<file path="config.mk">
export PLATFORM = sky130hd
export DESIGN_NAME = song_sequencer
export DESIGN_NICKNAME = d
export VERILOG_FILES = /design/src/rtl/song_sequencer.sv
export SDC_FILE = /design/constraint.sdc
export NUM_CORES = 1
export LEC_CHECK = 0
export ABC_AREA = 1
export CAP_MARGIN = 15
export CELL_PAD_IN_SITES_DETAIL_PLACEMENT = 0
export CELL_PAD_IN_SITES_GLOBAL_PLACEMENT = 1
export CORE_MARGIN = 2
export CORE_UTILIZATION = 30
export CTS_CLUSTER_DIAMETER = 100
export DETAILED_ROUTE_END_ITERATION = 7
export GPL_ROUTABILITY_DRIVEN = 0
export PLACE_DENSITY_LB_ADDON = 0.12
export SYNTH_ARGS = -nofsm -noshare
export SYNTH_HDL_FRONTEND = slang
export SYNTH_SLANG_ARGS = --single-unit
</file>
<file path="constraint.sdc">
create_clock -name clk -period 3.6 [get_ports clk]
set_input_delay 0.36 -clock clk [delete_from_list [all_inputs] [get_ports clk]]
set_output_delay 0.36 -clock clk [all_outputs]
set_load 0.01 [all_outputs]
</file>
<file path="src/rtl/song_sequencer.sv">
// Walks a song ROM and hands {note, duration} pairs to note_player one at a time.
// Handles song selection, pause, the end-of-song marker and the last-note wrap.
//
// state     | meaning
// ----------+---------------------------------------------------------------
// IDLE      | paused or freshly selected song; waits for play
// FETCH     | rom_addr presented to the synchronous ROM
// WAIT_ROM  | ROM read latency cycle
// DECODE    | rom_data sampled; load the note or detect end-of-song marker
// WAIT_DONE | note playing; waits for done_with_note
// SONG_END  | song finished; waits for a fresh press of play
module song_sequencer #(
    parameter int NOTE_IDX_W = 5,
    parameter int SONG_W     = 2
) (
    input  logic                         clk,
    input  logic                         reset,
    input  logic                         play,
    input  logic [SONG_W-1:0]            song,
    output logic [SONG_W+NOTE_IDX_W-1:0] rom_addr,
    input  logic [11:0]                  rom_data,
    output logic [5:0]                   note_to_load,
    output logic [5:0]                   duration_to_load,
    output logic                         load_new_note,
    input  logic                         done_with_note,
    output logic                         song_done,
    output logic                         playing
);

    typedef enum logic [2:0] {
        IDLE,
        FETCH,
        WAIT_ROM,
        DECODE,
        WAIT_DONE,
        SONG_END
    } state_t;

    localparam logic [NOTE_IDX_W-1:0] LAST_IDX = '1;

    state_t                  state;
    logic [NOTE_IDX_W-1:0]   note_idx;
    logic [SONG_W-1:0]       song_q;
    logic                    play_q;

    assign rom_addr = {song_q, note_idx};

    always_ff @(posedge clk) begin
        if (reset) begin
            state            <= IDLE;
            note_idx         <= '0;
            song_q           <= song;
            play_q           <= 1'b0;
            note_to_load     <= '0;
            duration_to_load <= '0;
            load_new_note    <= 1'b0;
            song_done        <= 1'b0;
            playing          <= 1'b0;
        end else begin
            play_q        <= play;
            load_new_note <= 1'b0;
            song_done     <= 1'b0;
            // A new song selection abandons whatever is in flight, pulses included.
            if (song != song_q) begin
                song_q   <= song;
                note_idx <= '0;
                state    <= IDLE;
                playing  <= 1'b0;
            end else begin
                case (state)
                    IDLE: begin
                        if (play) begin
                            state   <= FETCH;
                            playing <= 1'b1;
                        end
                    end
                    FETCH:    state <= WAIT_ROM;
                    WAIT_ROM: state <= DECODE;
                    DECODE: begin
                        if (rom_data[5:0] == 6'd0) begin
                            song_done <= 1'b1;
                            note_idx  <= '0;
                            state     <= SONG_END;
                            playing   <= 1'b0;
                        end else begin
                            note_to_load     <= rom_data[11:6];
                            duration_to_load <= rom_data[5:0];
                            load_new_note    <= 1'b1;
                            state            <= WAIT_DONE;
                        end
                    end
                    WAIT_DONE: begin
                        if (done_with_note) begin
                            if (note_idx == LAST_IDX) begin
                                song_done <= 1'b1;
                                note_idx  <= '0;
                                state     <= SONG_END;
                                playing   <= 1'b0;
                            end else begin
                                note_idx <= note_idx + 1'b1;
                                if (play) begin
                                    state <= FETCH;
                                end else begin
                                    state   <= IDLE;
                                    playing <= 1'b0;
                                end
                            end
                        end
                    end
                    SONG_END: begin
                        // Only a fresh press restarts; a held play must not loop the song.
                        if (play && !play_q) begin
                            state   <= FETCH;
                            playing <= 1'b1;
                        end
                    end
                    default: begin
                        state   <= IDLE;
                        playing <= 1'b0;
                    end
                endcase
            end
        end
    end

endmodule

</file>
==> results of run 1 <==
## layer usage
layer,track usage (%),routed length (um),vias to the layer above
met5,0,0,-
met4,4.59,18,0
met3,2.50,167,2
met2,24.5,1480,28
met1,16.7,1290,500
li1,-,-,602
## layout make-up
class / count / area (sq um) / share of cell area (%)
Timing Repair Buffer: 39 / 390 / 23.3
Tap cell: 50 / 62.6 / 3.74
Clock inverter: 1 / 3.75 / 0.224
Inverter: 17 / 66.3 / 3.96
Clock buffer: 3 / 41.3 / 2.47
Multi-Input combinational cell: 118 / 568 / 34.0
Sequential cell: 26 / 541 / 32.3
## registers in the layout, summed over array words and instances, names as in the netlist
register          cells
playing               1
note_to_load          6
song_done             1
play_q                1
state                 3
duration_to_load      6
load_new_note         1
song_q                2
note_idx              5
## worst max path at each step
| stage | startpoint | endpoint | cells past startpoint | slack, ps |
|---|---|---|---|---|
| final | note_idx[0] | playing | 11 | 1810 |
| after global routing | note_idx[0] | playing | 11 | 1580 |
| after CTS | note_idx[0] | playing | 11 | 1780 |
| after detailed placement | song[1] | song_q[1] | 6 | 1750 |
| after global placement | song[1] | song_q[0] | 6 | 1780 |
| after floorplan | note_idx[0] | playing | 11 | 2070 |
## stage by stage
| step | hold WS [ps] | util (%) | instances |
|---|---|---|---|
| 3_5_place_dp | 472 | 41.3 | 250 |
| 4_1_cts | 493 | 42.4 | 254 |
| 5_1_grt | 519 | 42.4 | 254 |
| 2_1_floorplan | 432 | - | 164 |
| 6_report | 487 | 42.4 | 254 |
| 3_3_place_gp | 464 | 41.3 | 250 |
## worst max-delay path: cells and delay by family (launching register included)
kind | cells | cell delay [ps]
compound gates | 1 | 210
simple gates | 7 | 520
fa+ha+maj | 2 | 440
flops | 1 | 410
buf+inv | 1 | 100
## cell families after synthesis
family / Yosys count / share of synthesized area (%)
AO/OA/AOI/OAI: 25 / 10.3
XOR/XNOR: 3 / 2.17
adder cells (fa/ha/maj): 2 / 2.07
buffers and inverters: 20 / 8.38
flip-flops: 26 / 44.7
AND/OR/NAND/NOR: 88 / 32.4
## cell usage in the layout (no fill, tap or decap)
cell type | Yosys | layout
inv_1 | 13 | 13
nor2_4 | 1 | 1
nand2_1 | 19 | 19
or2_2 | 1 | 1
nor3_1 | 2 | 2
inv_2 | 3 | 3
nand3b_1 | 1 | 1
nor2_1 | 44 | 44
nor2_2 | 4 | 4
inv_4 | 1 | 1
nand3_1 | 11 | 11
clkdlybuf4s50_1 | 0 | 39
o21ai_1 | 9 | 9
nand3_2 | 1 | 1
a21oi_1 | 8 | 8
edfxtp_1 | 2 | 2
xor2_1 | 3 | 3
o21ai_0 | 8 | 8
dfxtp_1 | 24 | 24
nand4_1 | 1 | 1
nand2_4 | 1 | 1
clkbuf_8 | 0 | 3
ha_1 | 2 | 2
clkinv_1 | 0 | 1
nand2_2 | 2 | 2
## cell usage after synthesis (3+ instances only)
library cell	count	area share, %
a21oi_1	8	3.3
nor2_2	4	2.1
nor2_1	44	14
inv_2	3	0.93
dfxtp_1	24	40
o21ai_0	8	3.3
nand3_1	11	4.5
o21ai_1	9	3.7
inv_1	13	4.0
xor2_1	3	2.2
nand2_1	19	5.9
## report_power, final
| group | internal (W) | switching [W] | total [W] | leakage (nW) |
|---|---|---|---|---|
| Sequential | 0.000296 | 0.00000310 | 0.000299 | 0.214 |
| Clock | 0.0000763 | 0.0000887 | 0.000165 | 0.0231 |
| Combinational | 0.0000313 | 0.0000288 | 0.0000601 | 0.433 |
==> impl_metrics.env, run 1 <==
export IMPL_vdd_ir_drop_max_uv=129
export IMPL_syn_area_sq_um=1210
export IMPL_grt_antenna_before_repair=0
export IMPL_fp_dieArea_sq_um=4560
export IMPL_leakagePower_nw=0.671
export IMPL_worstHoldPathCells=2
export IMPL_routed_wl_um=2960
export IMPL_core_area_sq_um=3940
export IMPL_worstSetupEndpointType="flop"
export IMPL_powerDensity_nw_per_um2=313
export IMPL_route_vias_total=1132
export IMPL_global_route_overflow_total=0
export IMPL_total_power_w=0.000524
export IMPL_criticalPathCategory="reg2reg"
export IMPL_wl_per_cell_um=11.7
export IMPL_critical_path_slowest_cell="dfxtp_1"
export IMPL_fillCellCount=413
export IMPL_die_width_um=67.5
export IMPL_place_worst_setup_slack_ps=1750
export IMPL_num_nets_final=225
export IMPL_cts_htree_levels=1
export IMPL_first_iter_violations=46
export IMPL_first_pass_iters=4
export IMPL_synth_cell_type_count=25
export IMPL_drv_cap=0
export IMPL_viasPerCell=4.46
export IMPL_regToRegEndpoint="playing"
export IMPL_r2r_cells=11
export IMPL_holdCritStartpoint="duration_to_load[2]"
export IMPL_final_antenna_violating_net_count=0
export IMPL_count_of_buffers_from_port_buffering=39
export IMPL_run_status="finished, final reports clean"
export IMPL_synth_edff_count=2
export IMPL_wire_length_of_the_first_global_routing_pass_um=4800
export IMPL_r2r_setup_slack_ps=1810
export IMPL_gr_usage_total_pct=13.8
export IMPL_clkSinkCount=26
export IMPL_path_clk_slew_ps=90
export IMPL_cts_hold_buf=0
export IMPL_layout_drive_gt1_share_pct=8.33
export IMPL_syn_nets=184
export IMPL_post_cts_setup_inserts=0
export IMPL_timing_max_transition_violations_final=0
export IMPL_min_path_type="reg2reg"
export IMPL_postLayoutCellArea_sq_um=1670
export IMPL_ys_warnings_count=0
export IMPL_setup_tns_final_ps=0
export IMPL_dp_hpwl_um=2290
export IMPL_fin_crit_period_ps=1790
export IMPL_cts_tree="yes"
export IMPL_synth_flop_cell="dfxtp_1"
export IMPL_dpl_instance_area_sq_um=1630
export IMPL_number_of_instances_resized_during_post_cts_repair=0
export IMPL_avgSynthCellArea_sq_um=7.38
export IMPL_clock_tree_buffer_depth=2
export IMPL_core_rowCount=23
export IMPL_final_period_utilization_pct=49.8
export IMPL_insertedDiodeCount=0
export IMPL_fmax_mhz=557
export IMPL_synthArstFlopShare_pct=0
export IMPL_tightest_slew_ps=343
export IMPL_final_hold_violation_count=0
export IMPL_cts_root_buf="clkbuf_8"
export IMPL_timing_critical_path_from_type="flop"
export IMPL_die_height_um=67.5
export IMPL_post_route_worst_setup_slack_ps=1810
export IMPL_path_cells="ha_1, nand2_1, nor2_1, ha_1, inv_1, nand2_1, nor2_1, a21oi_1, nand3_1, nand2_1, nor2_1"
export IMPL_netlist_instances=164
export IMPL_hold_path_endpoint="duration_to_load[2]"
export IMPL_crit_reg2reg_launch="note_idx[0]"
export IMPL_max_slew_margin_pct=77.1
export IMPL_maximum_number_of_pins_on_one_net_before_global_route_repair=15
export IMPL_via_count_of_the_first_global_routing_pass=1105
export IMPL_postSynthRegisterBits=26
export IMPL_post_route_drc=0
export IMPL_worst_ep_required_time_ps=3770
export IMPL_initial_core_utilization_pct=30.7
export IMPL_grt_setup_unrepaired="no"
export IMPL_tritoncts_buffers=3
export IMPL_worst_path_max_fanout=5
export IMPL_worst_endpoint_arrival_ps=1960
export IMPL_syn2layout_area_growth_pct=38.3
export IMPL_worst_clock_skew_ps=3.15
export IMPL_seq_area_frac_synth_pct=44.7
export IMPL_critical_path_max_stage_delay_ps=410
export IMPL_setup_viol=0
export IMPL_worstSkewPairLatency_ps=260
export IMPL_io_pin_count=40
No activity file was read; power rests on OpenSTA's default activity.
==> inputs of run 2 (changes only) <==
CORE_UTILIZATION = 28   (was 30)
clock period = 1.49 ns   (was 3.6 ns; I/O delays follow)
==> impl_metrics.env, run 2 (same netlist as run 1, synthesis figures left out) <==
export IMPL_run_status="finished, final reports clean"
export IMPL_syn2layout_area_growth_pct=53.1
export IMPL_grtUsageMet1_pct=16.9
export IMPL_cp_top_family="buffers and inverters"
export IMPL_timing_critical_path_from_type="flop"
export IMPL_final_common_cell="nor2_1"
export IMPL_insertedDiodeCount=0
export IMPL_powerDensity_nw_per_um2=699
export IMPL_io_pin_count=40
export IMPL_routed_wl_um=3100
export IMPL_path_buf_inv=2
export IMPL_die_height_um=69.7
export IMPL_layout_drive_gt1_share_pct=19.8
export IMPL_setup_worst_path_start="note_idx[0]"
export IMPL_num_nets_final=238
export IMPL_clkSinkCount=26
export IMPL_placed_cells_incl_taps=262
export IMPL_most_frequent_cells_in_the_layout="nor2_1 (42), clkdlybuf4s50_1 (38), dfxtp_1 (21)"
export IMPL_switching_share_pct=23.7
export IMPL_first_iter_violations=56
export IMPL_power_report_internal_total_w=0.000987
export IMPL_viasPerCell=4.48
export IMPL_via_count_of_the_first_global_routing_pass=1153
export IMPL_p_comb_share_pct=11.9
export IMPL_path_clk_slew_ps=100
export IMPL_cts_htree_levels=1
export IMPL_final_hold_violation_count=0
export IMPL_setup_tns_final_ps=0
export IMPL_power_clock_fraction_pct=32.4
export IMPL_core_area_sq_um=4090
export IMPL_worst_endpoint_arrival_ps=1300
export IMPL_gr_usage_total_pct=13.2
export IMPL_fp_dieArea_sq_um=4860
export IMPL_first_pass_iters=4
export IMPL_criticalPathCategory="reg2out"
export IMPL_min_path_type="in2reg"
export IMPL_fmax_mhz=691
export IMPL_dpl_instance_area_sq_um=1730
export IMPL_maximum_number_of_pins_on_one_net_before_global_route_repair=15
export IMPL_grt_met2_usage_pct=22.5
export IMPL_power_switching_w=0.000307
export IMPL_final_period_utilization_pct=97.2
export IMPL_total_power_w=0.00129
export IMPL_crit_reg2reg_launch="note_idx[1]"
export IMPL_tightest_slew_ps=322
export IMPL_cts_hold_buf=0
export IMPL_grt_setup_unrepaired="yes"
export IMPL_grt_antenna_before_repair=0
export IMPL_cts_tree="yes"
export IMPL_critical_path_slowest_cell="clkdlybuf4s50_1"
export IMPL_max_slew_margin_pct=78.5
export IMPL_route_vias_total=1196
export IMPL_global_route_overflow_total=0
export IMPL_finish_cell_count_without_fillers=267
export IMPL_cts_root_buf="clkbuf_8"
export IMPL_leakagePower_nw=0.780
export IMPL_fin_hold_ws_ps=482
export IMPL_worst_ep_required_time_ps=1340
export IMPL_register_area_sq_um=544
export IMPL_die_width_um=69.7
export IMPL_share_seq_of_total_power_pct=55.8
export IMPL_globalRoute_busiestLayer="met2"
export IMPL_initial_core_utilization_pct=29.6
export IMPL_core_rowCount=23
export IMPL_worst_clock_skew_ps=9.65
export IMPL_drv_cap=0
export IMPL_tritoncts_buffers=3
export IMPL_clock_tree_buffer_depth=2
export IMPL_holdCritStartpoint="song[1]"
export IMPL_post_route_drc=0
export IMPL_worstSetupEndpointType="output port"
export IMPL_worst_path_max_fanout=4
export IMPL_count_of_buffers_from_port_buffering=39
export IMPL_dp_hpwl_um=2350
export IMPL_met3_resource_use_gr_pct=2.33
export IMPL_path_cells="buf_4, clkdlybuf4s50_1"
export IMPL_worstSkewPairLatency_ps=270
export IMPL_timing_max_transition_violations_final=0
export IMPL_layout_top_registers="duration_to_load (6), note_to_load (6), note_idx (5)"
export IMPL_wire_length_of_the_first_global_routing_pass_um=5200
export IMPL_fillCellCount=410
export IMPL_multi_input_gate_area_in_the_final_layout_sq_um=631
export IMPL_postLayoutCellArea_sq_um=1850
export IMPL_critical_path_max_stage_delay_ps=540
export IMPL_final_antenna_violating_net_count=0
export IMPL_setup_viol=0
export IMPL_fin_crit_period_ps=1450
export IMPL_vdd_ir_drop_max_uv=354
export IMPL_wl_per_cell_um=11.6
==> run 2: metal layers <==
metal / wire (um) / vias to the layer above
li1: - / 630
met1: 1450 / 531
met2: 1490 / 33
met3: 142 / 2
met4: 17 / 0
met5: 0 / -
==> run 2: path summary, 6_finish.rpt <==
path	end	slack (ps)	depth (start not counted)
max	rom_addr[0]	40	2
max reg2reg	note_idx[0]	60	9
min reg2reg	duration_to_load[2]	490	2
min	song_q[1]	480	1
==> run 2: power by group through the flow <==
stage                     clock network (W)  registers [W]  logic [W]
after detailed placement                  0       0.000738   0.000152
after global routing               0.000466       0.000724   0.000168
after global placement                    0       0.000738   0.000152
final                              0.000419       0.000722   0.000154
after floorplan                           0       0.000741  0.0000640
after CTS                          0.000438       0.000722   0.000154
==> run 2: through the flow <==
stage                     utilization (%)  setup slack (ps)
final                                45.3              42.2
after CTS                            43.9             -45.1
after global placement               42.4             -58.5
after global routing                 45.3             -15.0
after detailed placement             42.4             -83.8
after floorplan                         -              30.6
==> run 2: worst reg2reg max path, cell delays in order, from the launching register on <==
cell and delay, ps:
dfxtp_2 350, ha_4 160, nand2_4 70, nor2_4 40, ha_4 150, buf_4 130, buf_4 130, nor3_2 140
nand2_1 80, a21oi_2 120
==> run 2: cell type report <==
cell class | count | area share [%]
timing repair buffer | 52 | 27.2
inverter | 17 | 3.58
sequential | 26 | 29.4
tap | 50 | 3.38
clock buffer | 4 | 2.43
multi-input combinational | 118 | 34.1
==> run 2: repair_timing <==
item                       4_1_cts  5_1_grt
pin swaps                        1        6
buffers inserted                 0        1
gates resized for setup          5       15
setup endpoints to repair        3        7
